### src/rtl/serial_adder.sv
`default_nettype none
// ============================================================================
// Module   : serial_adder
// Purpose  : Bit-serial adder / incrementer. One full-adder slice is iterated
//            over WIDTH clock cycles behind a start/busy/done handshake.
//            mode=0 computes A+B, mode=1 computes A+1. The result is WIDTH+1
//            bits wide, with the carry-out in the MSB.
// Revision : 1.0 - initial release
// ============================================================================
module serial_adder #(
  parameter int WIDTH = 8  // operand width, legal range 2..32
) (
  input  logic             clk,
  input  logic             rst_n,
  input  logic             i_start,
  input  logic             i_mode,
  input  logic [WIDTH-1:0] i_a,
  input  logic [WIDTH-1:0] i_b,
  output logic             o_busy,
  output logic             o_done,
  output logic [WIDTH:0]   o_sum
);

  // Bit counter only has to reach WIDTH-1, so clog2(WIDTH) bits suffice.
  localparam int            CW     = (WIDTH > 1) ? $clog2(WIDTH) : 1;
  localparam logic [CW-1:0] c_LAST = CW'(WIDTH - 1);
  localparam logic [CW-1:0] c_ONE  = CW'(1);

  localparam logic [1:0] c_ST_IDLE = 2'd0;
  localparam logic [1:0] c_ST_RUN  = 2'd1;
  localparam logic [1:0] c_ST_DONE = 2'd2;

  logic [1:0]       r_state;
  logic [1:0]       w_next_state;

  logic [WIDTH-1:0] r_a;        // operand A, consumed LSB first
  logic [WIDTH-1:0] r_b;        // operand B (zero in increment mode)
  logic             r_carry;    // running carry between bit steps
  logic [CW-1:0]    r_cnt;      // index of the bit being processed
  logic [WIDTH-2:0] r_res;      // sum bits 0..WIDTH-2, filled from the top
  logic [WIDTH:0]   r_sum;      // published result, updated on completion only

  logic             w_accept;
  logic             w_run;
  logic             w_last;
  logic             w_s;
  logic             w_cout;
  logic [WIDTH-2:0] w_res_shift;

  // A request is honoured only when no operation is in flight.
  assign w_accept = i_start && ((r_state == c_ST_IDLE) || (r_state == c_ST_DONE));
  assign w_run    = (r_state == c_ST_RUN);
  assign w_last   = w_run && (r_cnt == c_LAST);

  // The single full-adder slice.
  assign w_s    = r_a[0] ^ r_b[0] ^ r_carry;
  assign w_cout = (r_a[0] & r_b[0]) | (r_a[0] & r_carry) | (r_b[0] & r_carry);

  // The partial-result register is one bit wide when WIDTH=2, so there is
  // nothing to shift down in that case.
  if (WIDTH == 2) begin : g_res_single
    assign w_res_shift = w_s;
  end else begin : g_res_multi
    assign w_res_shift = {w_s, r_res[WIDTH-2:1]};
  end

  // State register.
  always_ff @(posedge clk or negedge rst_n) begin
    if (!rst_n) begin
      r_state <= c_ST_IDLE;
    end else begin
      r_state <= w_next_state;
    end
  end

  // Next-state logic: DONE lasts one cycle unless a new request chains on.
  always_comb begin
    w_next_state = r_state;
    case (r_state)
      c_ST_IDLE: w_next_state = w_accept ? c_ST_RUN : c_ST_IDLE;
      c_ST_RUN:  w_next_state = (r_cnt == c_LAST) ? c_ST_DONE : c_ST_RUN;
      c_ST_DONE: w_next_state = w_accept ? c_ST_RUN : c_ST_IDLE;
      default:   w_next_state = c_ST_IDLE;
    endcase
  end

  // Handshake outputs decoded from state; busy and done are mutually exclusive.
  always_comb begin
    o_busy = 1'b0;
    o_done = 1'b0;
    case (r_state)
      c_ST_RUN:  o_busy = 1'b1;
      c_ST_DONE: o_done = 1'b1;
      default: begin
        o_busy = 1'b0;
        o_done = 1'b0;
      end
    endcase
  end

  // Datapath: capture operands on accept, then one bit per cycle while running.
  always_ff @(posedge clk or negedge rst_n) begin
    if (!rst_n) begin
      r_a     <= '0;
      r_b     <= '0;
      r_carry <= 1'b0;
      r_cnt   <= '0;
      r_res   <= '0;
    end else if (w_accept) begin
      r_a     <= i_a;
      r_b     <= i_mode ? '0 : i_b;
      r_carry <= i_mode;
      r_cnt   <= '0;
    end else if (w_run) begin
      r_a     <= {1'b0, r_a[WIDTH-1:1]};
      r_b     <= {1'b0, r_b[WIDTH-1:1]};
      r_carry <= w_cout;
      r_cnt   <= r_cnt + c_ONE;
      r_res   <= w_res_shift;
    end
  end

  // Result register: changes only on the completion edge and holds otherwise.
  always_ff @(posedge clk or negedge rst_n) begin
    if (!rst_n) begin
      r_sum <= '0;
    end else if (w_last) begin
      r_sum <= {w_cout, w_s, r_res};
    end
  end

  assign o_sum = r_sum;

endmodule
`default_nettype wire
### config.mk
export PLATFORM = sky130hd
export DESIGN_NAME = serial_adder
export DESIGN_NICKNAME = d
export VERILOG_FILES = /design/src/rtl/serial_adder.sv
export SDC_FILE = /design/constraint.sdc
export NUM_CORES = 1
export LEC_CHECK = 0
export CAP_MARGIN = 20
export CELL_PAD_IN_SITES_DETAIL_PLACEMENT = 1
export CELL_PAD_IN_SITES_GLOBAL_PLACEMENT = 2
export CORE_UTILIZATION = 37
export CTS_BUF_LIST = sky130_fd_sc_hd__clkbuf_4
export DETAILED_ROUTE_END_ITERATION = 10
export GPL_ROUTABILITY_DRIVEN = 1
export PLACE_DENSITY = 0.95
export SLEW_MARGIN = 20
export SYNTH_ARGS = -nofsm -noshare
export SYNTH_HDL_FRONTEND = slang
export SYNTH_SLANG_ARGS = --single-unit
export TNS_END_PERCENT = 1
### constraint.sdc
create_clock -name clk -period 2.95 [get_ports clk]
set_input_delay 0.4425 -clock clk [delete_from_list [all_inputs] [get_ports clk]]
set_output_delay 0.4425 -clock clk [all_outputs]
set_load 0.05 [all_outputs]
### After elaboration in Yosys (flattened, before gate mapping)

Index checks and enable logic that the tools add are counted.

| storage, ports and cells | value |
|---|---|
| register bits | 38 |
| input port bits | 20 |
| word-level logic and storage cells | 40 |
| output and inout bits | 11 |

| operators by class | value |
|---|---|
| equality and inequality tests | 3 |
| add/sub/neg operators | 1 |
| reductions and logical operators | 7 |
| bitwise logic cells | 8 |
| mux-type cells | 14 |

Operator list:

| cell | count |
|---|---|
| 8-bit two-way mux | 5 |
| 3-bit two-way mux | 2 |
| 1-bit two-way mux | 5 |
| 2-bit case mux with 2 select lines | 1 |
| 3-bit by 1-bit adder with 3-bit output (second input constant) | 1 |
| 1-bit bitwise AND | 3 |
| 3-bit == test (second input constant) | 1 |
| 2-bit by 1-bit == test with 1-bit output (second input constant) | 1 |
| 2-bit == test (second input constant) | 1 |
| 1-bit logical AND | 2 |
| 2-bit zero test | 1 |
| 2-bit two-way mux | 1 |
| 1-bit bitwise OR | 2 |
| 2-bit AND reduction | 1 |
| 2-bit nonzero test | 1 |
| 2-bit OR reduction | 1 |
| 1-bit bitwise XOR | 2 |
| 1-bit logical OR | 1 |
| 1-bit inverter | 1 |

### Longest topological paths before layout

Gate-level depths: netlist (run 1).

| logic depth | value |
|---|---|
| depth after elaboration | 5 |
| mapped depth | 6 |
| gate-level depth less buffers | 4 |

### Worst setup path after synthesis (run 1)

No wires, ideal clock.

| timing path | value |
|---|---|
| path type | register -> output |
| start | register r_state[1] |
| end | output o_busy |
| setup slack | 1.435 ns |
| arrival time | 1.073 ns |
| stages on the path, launching flop included | 5 |
| required time | 2.508 ns |
| cells stage by stage | dfrtp_1 nand2b_1 buf_6 inv_4 buf_2 |

| on the way | value |
|---|---|
| cells in the longest elaborated chain, start to end | 2 |

Ends and longest elaborated chain:

| item | line | RTL |
|---|---|---|
| from (decl) | 33 | `logic [1:0] r_state;` |
| from (signal assigned) | 70 | `r_state <= c_ST_IDLE;` |
| from (signal assigned) | 72 | `r_state <= w_next_state;` |
| 2-bit by 1-bit == test with 1-bit output | 91 | `case (r_state)` |
| 1-bit two-way mux | 91 |  |
| to (decl) | 19 | `output logic o_busy,` |

No other way between the ends.

### Worst setup path after layout (run 1)

Ends and elaborated chain as after synthesis.

==> impl_metrics.json, run 1 <==
{
  "drt-vias-per-instance": 5.198,
  "synthArstFlopShare_pct": 100.0,
  "ios": 31,
  "grt_pass1_wl_um": 5975,
  "synth_warnings": 0,
  "synth.largest_area_cell": "dfrtp_1",
  "internal_power_uw": 1307,
  "clock_skew_ns": 0.007609,
  "place_congestion": 0.7108,
  "track_usage_pct": 17.88,
  "synthFlopType": "dfrtp_1",
  "ctsHtreeMaxLevel": 2,
  "antenna_found_initial": 0,
  "run_status": "completed",
  "cts-root-buf": "clkbuf_4",
  "crit_fanout": 28,
  "worst_setup_path_end_kind": "output port",
  "cts_tree": "yes",
  "layout.nets": 195,
  "synth_seq_cells": 38,
  "synth_edf_count": 0,
  "fin_crit_ns": 2.529,
  "power_density_nw_per_um2": 1123,
  "final_util_pct": 48.46,
  "core-area_um2": 4144,
  "synth_cell_types": 24,
  "fp.dieArea_um2": 4725,
  "final.setup.tns_ns": 0,
  "syn-num-nets": 164,
  "power_frac_clock_pct": 12.0,
  "clk_path_buf_depth": 2,
  "hold_viol": 0,
  "synth_cells": 141,
  "yosysTopAreaCellShare_pct": 57.71,
  "peakVddDrop_mv": 0.3684,
  "drc_errors": 0,
  "synth_area_leaders": "dfrtp_1 58%, nand2_1 8.7%, mux2_4 8.2%, a221o_1 4.3%, a31oi_1 2.7%",
  "start_util_pct": 39.76,
  "required_ns": 2.51,
  "post_cts_resize_count": 0,
  "routed-via-count": 1154,
  "p_sw_uw": 947.9,
  "swShare_pct": 42.05,
  "max_freq_ghz": 0.3954,
  "crit_arrival_ns": 2.09,
  "layout-drive-gt1-share_pct": 12.21,
  "seq_power_share_pct": 39.7,
  "worst_pin_slew_ns": 0.8486,
  "wl_per_cell_um": 15.83,
  "criticalPathCategory": "flop to output port",
  "syn-mean-instance-area_um2": 11.69,
  "grt_setup_unrepaired": "no",
  "slew_violations": 0,
  "cts_inserted_buffers": 5,
  "relSlewSlack_pct": 43.43,
  "clk_pin_slew_ns": 0.11,
  "antenna_cells": 0,
  "die_w_um": 68.74,
  "maxCapViolations": 0,
  "die_h_um": 68.74,
  "grt_pass1_vias": 1219,
  "placementRows": 23,
  "synthTopCellsByCount": "38 x dfrtp_1, 38 x nand2_1, 9 x mux2_4",
  "wirelength_um": 3514,
  "drt_iter0_drc": 79,
  "combPwrFrac_pct": 48.3,
  "grt_max_degree": 39,
  "layout-area-overhead-vs-synth_pct": 21.87,
  "first_pass_iters": 4,
  "ys_seq_area_share_pct": 57.71,
  "finalSetupViolCount": 0,
  "place_hpwl_um": 2364,
  "whs_ns": 0.1933,
  "hp-class": "input pin to async pin",
  "cts_hold_buf": 0,
  "worstSkewPairLatency_ns": 0.34,
  "cts.sinks": 38,
  "p_leak_uw": 0.0009884,
  "grt.overflow.total": 0,
  "timing.final.crit_share_pct": 85.73,
  "post_cts_buffers": 0,
  "detail-route-antenna-nets": 0,
  "n_fill_cell": 450,
  "cp-start-kind": "flop",
  "synth.cell_area_um2": 1648,
  "io_buffers": 30
}
## per-stage QoR
stage | setup slack (ns) | instance area [um2] | instances | total power, uW
final | 0.4209 | 2008 | 222 | 2254
after global routing | 0.3265 | 2008 | 222 | 2427
after CTS | 0.3971 | 2008 | 222 | 2289
after detailed placement | 0.7997 | 1956 | 215 | 2014
after global placement | 0.8393 | 1956 | 215 | 1940
after floorplan | 1.435 | 1648 | 141 | 1718
## critical path, stage by stage, from the launching register on
cell and delay, ns:
dfrtp_1 0.39, nand2b_1 0.20, inv_4 0.28, clkdlybuf4s50_1 0.87
## routing by layer
metal	track usage, %	vias to the layer above	wire [um]
met4	6.888	0	59
met1	22.45	572	1673
met5	0	-	0
met3	5.592	6	151
li1	-	546	-
met2	28.68	30	1630
## final timing paths
check	startpoint	endpoint	slack [ns]	cells past startpoint
worst max-delay path	r_state[1]	o_busy	0.42	3
worst min-delay path	rst_n	o_sum[7]	0.19	1
worst max register to register	r_state[0]	r_b[2]	1.46	3
worst min register to register	r_res[0]	r_res[0]	0.50	2
max in group asynchronous	rst_n	o_sum[3]	2.22	1
min in group clk	r_res[0]	r_res[0]	0.50	2
## layout by cell type, fill, tap and decap left out, types with 7 or more instances in the layout
master           count
nor2_1               8
clkdlybuf4s50_1     29
mux2_4               9
a31oi_1              7
clkbuf_4             7
nand2_1             38
a221o_1              7
and3_1               7
dfrtp_1             38
## power groups by stage
stage | Clock [uW] | Combinational (uW) | Sequential [uW]
after floorplan | 0 | 640 | 1080
after global placement | 0 | 1050 | 890
after detailed placement | 0 | 1100 | 911
after CTS | 283 | 1110 | 900
after global routing | 303 | 1200 | 926
final | 270 | 1090 | 896
## cell families (layout without fill, tap and decap cells)
| kind of cell | Yosys count | in the layout | synth area share [%] |
|---|---|---|---|
| DFF | 38 | 38 | 57.71 |
| buffers and inverters | 10 | 41 | 4.328 |
| and+or+nand+nor | 60 | 60 | 17.08 |
| adders and majority gates | 3 | 3 | 2.733 |
| AOI/OAI and AO/OA | 21 | 21 | 9.947 |
| muxes | 9 | 9 | 8.200 |
## final cells by class
class	count	area [um2]	area share, %
inverter	3	13.76	0.6854
clock buffer	7	52.55	2.617
tap	50	62.56	3.115
multi-input combinational	93	625.6	31.15
timing repair buffer	31	302.8	15.08
sequential	38	950.9	47.35
## sequential cells by signal, summed over array words and instances (netlist names)
| name | cells |
|---|---|
| o_sum | 9 |
| r_carry | 1 |
| r_res | 7 |
| r_b | 8 |
| r_state | 2 |
| r_cnt | 3 |
| r_a | 8 |
(Power assumes the default switching activity.)
==> run 2, diff against run 1 <==
Settings changed: PLACE_DENSITY 0.95 to not set, PLACE_DENSITY_LB_ADDON set to 0.1.
==> run 2 against run 1 <==
Compared with the run above: wire length fell by 6.9%; cell count is 0.45% higher; cell area rose by 2.4%; global-route usage fell by 1.3 points; register-to-register slack better by 0.03 ns; hold slack gained 0.0077 ns; critical path type unchanged; maximum frequency grew 1.8%.
==> impl_metrics.json, run 2 (synthesis gave the netlist of run 1 again) <==
{
  "cts_inserted_buffers": 5,
  "slew_violations": 0,
  "fin_area_um2": 2057,
  "relSlewSlack_pct": 42.11,
  "grt.overflow.total": 0,
  "drt_iter0_drc": 45,
  "drt-vias-per-instance": 5.197,
  "worstSkewPairLatency_ns": 0.34,
  "post_cts_resize_count": 0,
  "placementRows": 23,
  "layout.nets": 195,
  "antenna_found_initial": 0,
  "timing.rr.start": "r_state[0]",
  "antenna_cells": 0,
  "die_h_um": 68.74,
  "r2r-end": "r_b[3]",
  "multiInputGateArea_um2": 625.6,
  "hp-class": "input pin to async pin",
  "placed_area_um2": 1956,
  "rr_worst_depth": 3,
  "cts_hold_buf": 0,
  "place_congestion": 0.7016,
  "detail-route-antenna-nets": 0,
  "ctsHtreeMaxLevel": 2,
  "layout-drive-gt1-share_pct": 12.14,
  "post_cts_buffers": 0,
  "grt_pass1_wl_um": 5540,
  "grt_max_degree": 39,
  "ios": 31,
  "routed-via-count": 1159,
  "crit_fanout": 28,
  "wl_per_cell_um": 14.67,
  "io_buffers": 30,
  "wirelength_um": 3272,
  "criticalPathCategory": "flop to output port",
  "track_usage_pct": 16.61,
  "drc_errors": 0,
  "cts.sinks": 38,
  "endpoint": "o_busy",
  "n_fill_cell": 457,
  "required_ns": 2.51,
  "timing.final.crit_share_pct": 84.24,
  "peakVddDrop_mv": 0.4734,
  "run_status": "completed",
  "final.setup.tns_ns": 0,
  "ff_latch_area_um2": 950.9,
  "start_util_pct": 39.76,
  "first_pass_iters": 4,
  "clock_skew_ns": 0.01423,
  "cp-start-kind": "flop",
  "core-area_um2": 4144,
  "finalSetupViolCount": 0,
  "grt_pass1_vias": 1191,
  "ff2ff_setup_slack_ns": 1.49,
  "layout-area-overhead-vs-synth_pct": 24.83,
  "worst_setup_path_end_kind": "output port",
  "worst_pin_slew_ns": 0.8683,
  "power_density_nw_per_um2": 1161,
  "place_hpwl_um": 2133,
  "fin_crit_ns": 2.485,
  "crit_arrival_ns": 2.04,
  "cts_tree": "yes",
  "layout_common_cells": "38 x nand2_1, 38 x dfrtp_1, 29 x clkdlybuf4s50_1",
  "cts-root-buf": "clkbuf_4",
  "die_w_um": 68.74,
  "max_freq_ghz": 0.4024,
  "clk_pin_slew_ns": 0.12,
  "clk_path_buf_depth": 2,
  "p_leak_uw": 0.001009,
  "crit_start": "r_state[1]",
  "hold_viol": 0,
  "grt_setup_unrepaired": "no",
  "maxCapViolations": 0,
  "fp.dieArea_um2": 4725,
  "largest_reg_flops": 9
}
run 2: report_power, final:
part | switching, uW | leakage, uW | internal, uW | total, uW
combinational | 628 | 0.000480 | 442 | 1070
sequential | 134 | 0.000476 | 753 | 887
clock | 169 | 0.0000528 | 261 | 430
total | 931 | 0.00101 | 1460 | 2390
run 2: critical path: stages (launching register included):
cell and delay, ns:
dfrtp_1 0.38, nand2b_1 0.19, inv_4 0.27, clkdlybuf4s50_1 0.87
run 2: stage by stage:
stage	instances	power, uW	hold slack [ns]	util [%]	setup WS, ns
floorplan	141	1718	0.1469	-	1.435
global placement	215	1959	0.4781	47.19	0.8265
CTS	223	2424	0.2058	49.64	0.4244
detailed placement	215	1987	0.4901	47.19	0.8091
global route	223	2569	0.2380	49.64	0.3364
finish	223	2388	0.2010	49.64	0.4648
run 2: metal layers:
layer  vias to the layer above  GRT usage (%)  share of wire (%)
li1                        550              -                  -
met1                       580          19.31                 46
met2                        22          28.43                 48
met3                         7          4.441                3.7
met4                         0          7.653                1.6
met5                         -              0                  0
run 2: final cells by class:
cell class / instances / share of cell area [%]
Tap cell: 50 / 3.041
Timing Repair Buffer: 31 / 14.72
Multi-Input combinational cell: 93 / 30.41
Clock inverter: 3 / 3.102
Sequential cell: 38 / 46.23
Inverter: 3 / 0.6691
Clock buffer: 5 / 1.825
run 2: worst min-delay path by stage:
stage | to | slack [ns] | cells past startpoint
after floorplan | o_sum[0] | 0.15 | 0
after global placement | r_b[7] | 0.48 | 1
after detailed placement | r_cnt[1] | 0.49 | 1
after CTS | o_sum[1] | 0.21 | 1
after global routing | o_sum[1] | 0.24 | 1
final | o_sum[1] | 0.20 | 1
==> run 3, diff against run 2 <==
Settings changed: CORE_UTILIZATION 37 to 31.
Clock period 2.95 ns to 2 ns, I/O delays scaled along.
==> run 3 against run 2 <==
Compared with the run above: via count shrank 1.3%; combinational power rose by 53%; global-route usage is 1.4 points lower; core utilization shrank 9.1 points; critical endpoint is now o_sum[7].
==> impl_metrics.json, run 3 (synthesis gave the netlist of run 1 again) <==
{
  "grt_pass1_wl_um": 6120,
  "layout-drive-gt1-share_pct": 13.56,
  "rr_worst_depth": 4,
  "maxCapViolations": 0,
  "final_util_pct": 40.52,
  "setup_ws_ns": 0.1765,
  "timing.final.crit_share_pct": 91.18,
  "swShare_pct": 42.55,
  "run_status": "completed",
  "max_stage_delay_ns": 0.81,
  "clk_path_buf_depth": 2,
  "slew_violations": 0,
  "crit_fanout": 2,
  "antenna_found_initial": 0,
  "layout_common_cells": "38 x nand2_1, 38 x dfrtp_1, 27 x clkdlybuf4s50_1",
  "fp.dieArea_um2": 5612,
  "multiInputGateArea_um2": 625.6,
  "layout.nets": 199,
  "required_ns": 1.70,
  "ff_latch_area_um2": 950.9,
  "hp-class": "input pin to async pin",
  "p_sw_uw": 1421,
  "track_usage_pct": 15.16,
  "io_buffers": 30,
  "cp_num_buf_inv": 1,
  "critical-path-top-delay-family": "buffers and inverters",
  "combPwrFrac_pct": 49.0,
  "worstSkewPairLatency_ns": 0.34,
  "clock_skew_ns": 0.007539,
  "drc_errors": 0,
  "grt_setup_unrepaired": "no",
  "first_pass_iters": 4,
  "layout-area-overhead-vs-synth_pct": 25.59,
  "largest_reg_flops": 9,
  "drt_iter0_drc": 44,
  "drt-vias-per-instance": 4.632,
  "placementRows": 26,
  "worst_pin_slew_ns": 0.4976,
  "relSlewSlack_pct": 66.72,
  "detail-route-antenna-nets": 0,
  "max_freq_ghz": 0.5484,
  "cts_inserted_buffers": 5,
  "n_fill_cell": 582,
  "core-area_um2": 5107,
  "cp.depth": 1,
  "cts-root-buf": "clkbuf_4",
  "cp-start-kind": "flop",
  "seq_power_share_pct": 39.6,
  "internal_power_uw": 1919,
  "criticalPathCategory": "flop to output port",
  "path_cells": "clkdlybuf4s50_1",
  "pre_cts_slack_ns": 0.2978,
  "power_frac_clock_pct": 11.4,
  "grt_max_degree": 29,
  "p_leak_uw": 0.001011,
  "die_w_um": 74.91,
  "whs_ns": 0.4278,
  "finalSetupViolCount": 0,
  "post_cts_resize_count": 0,
  "cts.sinks": 38,
  "clk_pin_slew_ns": 0.12,
  "wl_per_cell_um": 14.87,
  "place_hpwl_um": 2440,
  "cts_tree": "yes",
  "slowest_stage": "clkdlybuf4s50_1",
  "start_util_pct": 32.26,
  "hold_viol": 0,
  "crit_arrival_ns": 1.52,
  "ios": 31,
  "worst_setup_path_end_kind": "output port",
  "final.setup.tns_ns": 0,
  "fin_crit_ns": 1.824,
  "power_density_nw_per_um2": 1614,
  "place_congestion": 0.7034,
  "grt.overflow.total": 0,
  "grt_pass1_vias": 1269,
  "peakVddDrop_mv": 0.4802,
  "antenna_cells": 0,
  "die_h_um": 74.91,
  "ctsHtreeMaxLevel": 2,
  "wirelength_um": 3672,
  "routed-via-count": 1144
}
==> run 3: cell types whose count changed in the layout (fill, tap and decap cells not counted) <==
cell	delta
buf_12	+1
clkdlybuf4s50_1	-2
bufinv_16	-2
dlygate4sd3_1	+1
buf_4	+4
clkinv_1	+2
==> run 3: power groups by stage <==
stage          Clock (uW)  Sequential (uW)  Combinational [uW]
2_1_floorplan           0             1590                 944
3_5_place_dp            0             1340                1670
6_report              379             1320                1640
3_3_place_gp            0             1320                1620
4_1_cts               396             1330                1680
5_1_grt               428             1370                1810
==> run 3: through the flow <==
step           power, uW  std cells  area (um2)
2_1_floorplan       2534        141        1648
3_3_place_gp        2944        238        2011
3_5_place_dp        3011        238        2011
4_1_cts             3399        247        2069
5_1_grt             3604        247        2069
6_report            3340        247        2069
==> run 3: layout make-up <==
| class | instances | area share (%) |
|---|---|---|
| Timing Repair Buffer | 35 | 16.57 |
| Multi-Input combinational cell | 93 | 30.23 |
| Clock inverter | 3 | 0.5441 |
| Sequential cell | 38 | 45.95 |
| Tap cell | 70 | 4.232 |
| Inverter | 3 | 0.6651 |
| Clock buffer | 5 | 1.814 |
==> run 3: per-layer routing <==
| metal | up-vias | part of all wire [%] | track usage (%) |
|---|---|---|---|
| li1 | 558 | - | - |
| met1 | 555 | 45 | 17.91 |
| met2 | 26 | 50 | 26.73 |
| met3 | 5 | 3.9 | 4.016 |
| met4 | 0 | 1.4 | 5.031 |
| met5 | - | 0 | 0 |
==> run 3: path summary, 6_finish.rpt <==
| path | endpoint | from | slack (ns) |
|---|---|---|---|
| min reg2reg | r_res[0] | r_res[0] | 0.49 |
| min | o_sum[1] | rst_n | 0.43 |
| min in group clk | r_res[0] | r_res[0] | 0.49 |
| max reg2reg | o_sum[3] | r_state[1] | 0.50 |
| max | o_sum[7] | o_sum[7] | 0.18 |
| max in group asynchronous | r_cnt[2] | rst_n | 1.05 |
==> run 3: worst register-to-register path, cell delays in order (launching register included) <==
cell and delay (ns):
dfrtp_1 0.40, nand2b_1 0.20, inv_4 0.31, nand2_8 0.17, mux2_4 0.33
==> run 3: what timing repair did <==
item	4_1_cts	5_1_grt
buffers inserted	0	0
hold buffers	1	0
endpoints found under the hold margin	18	0
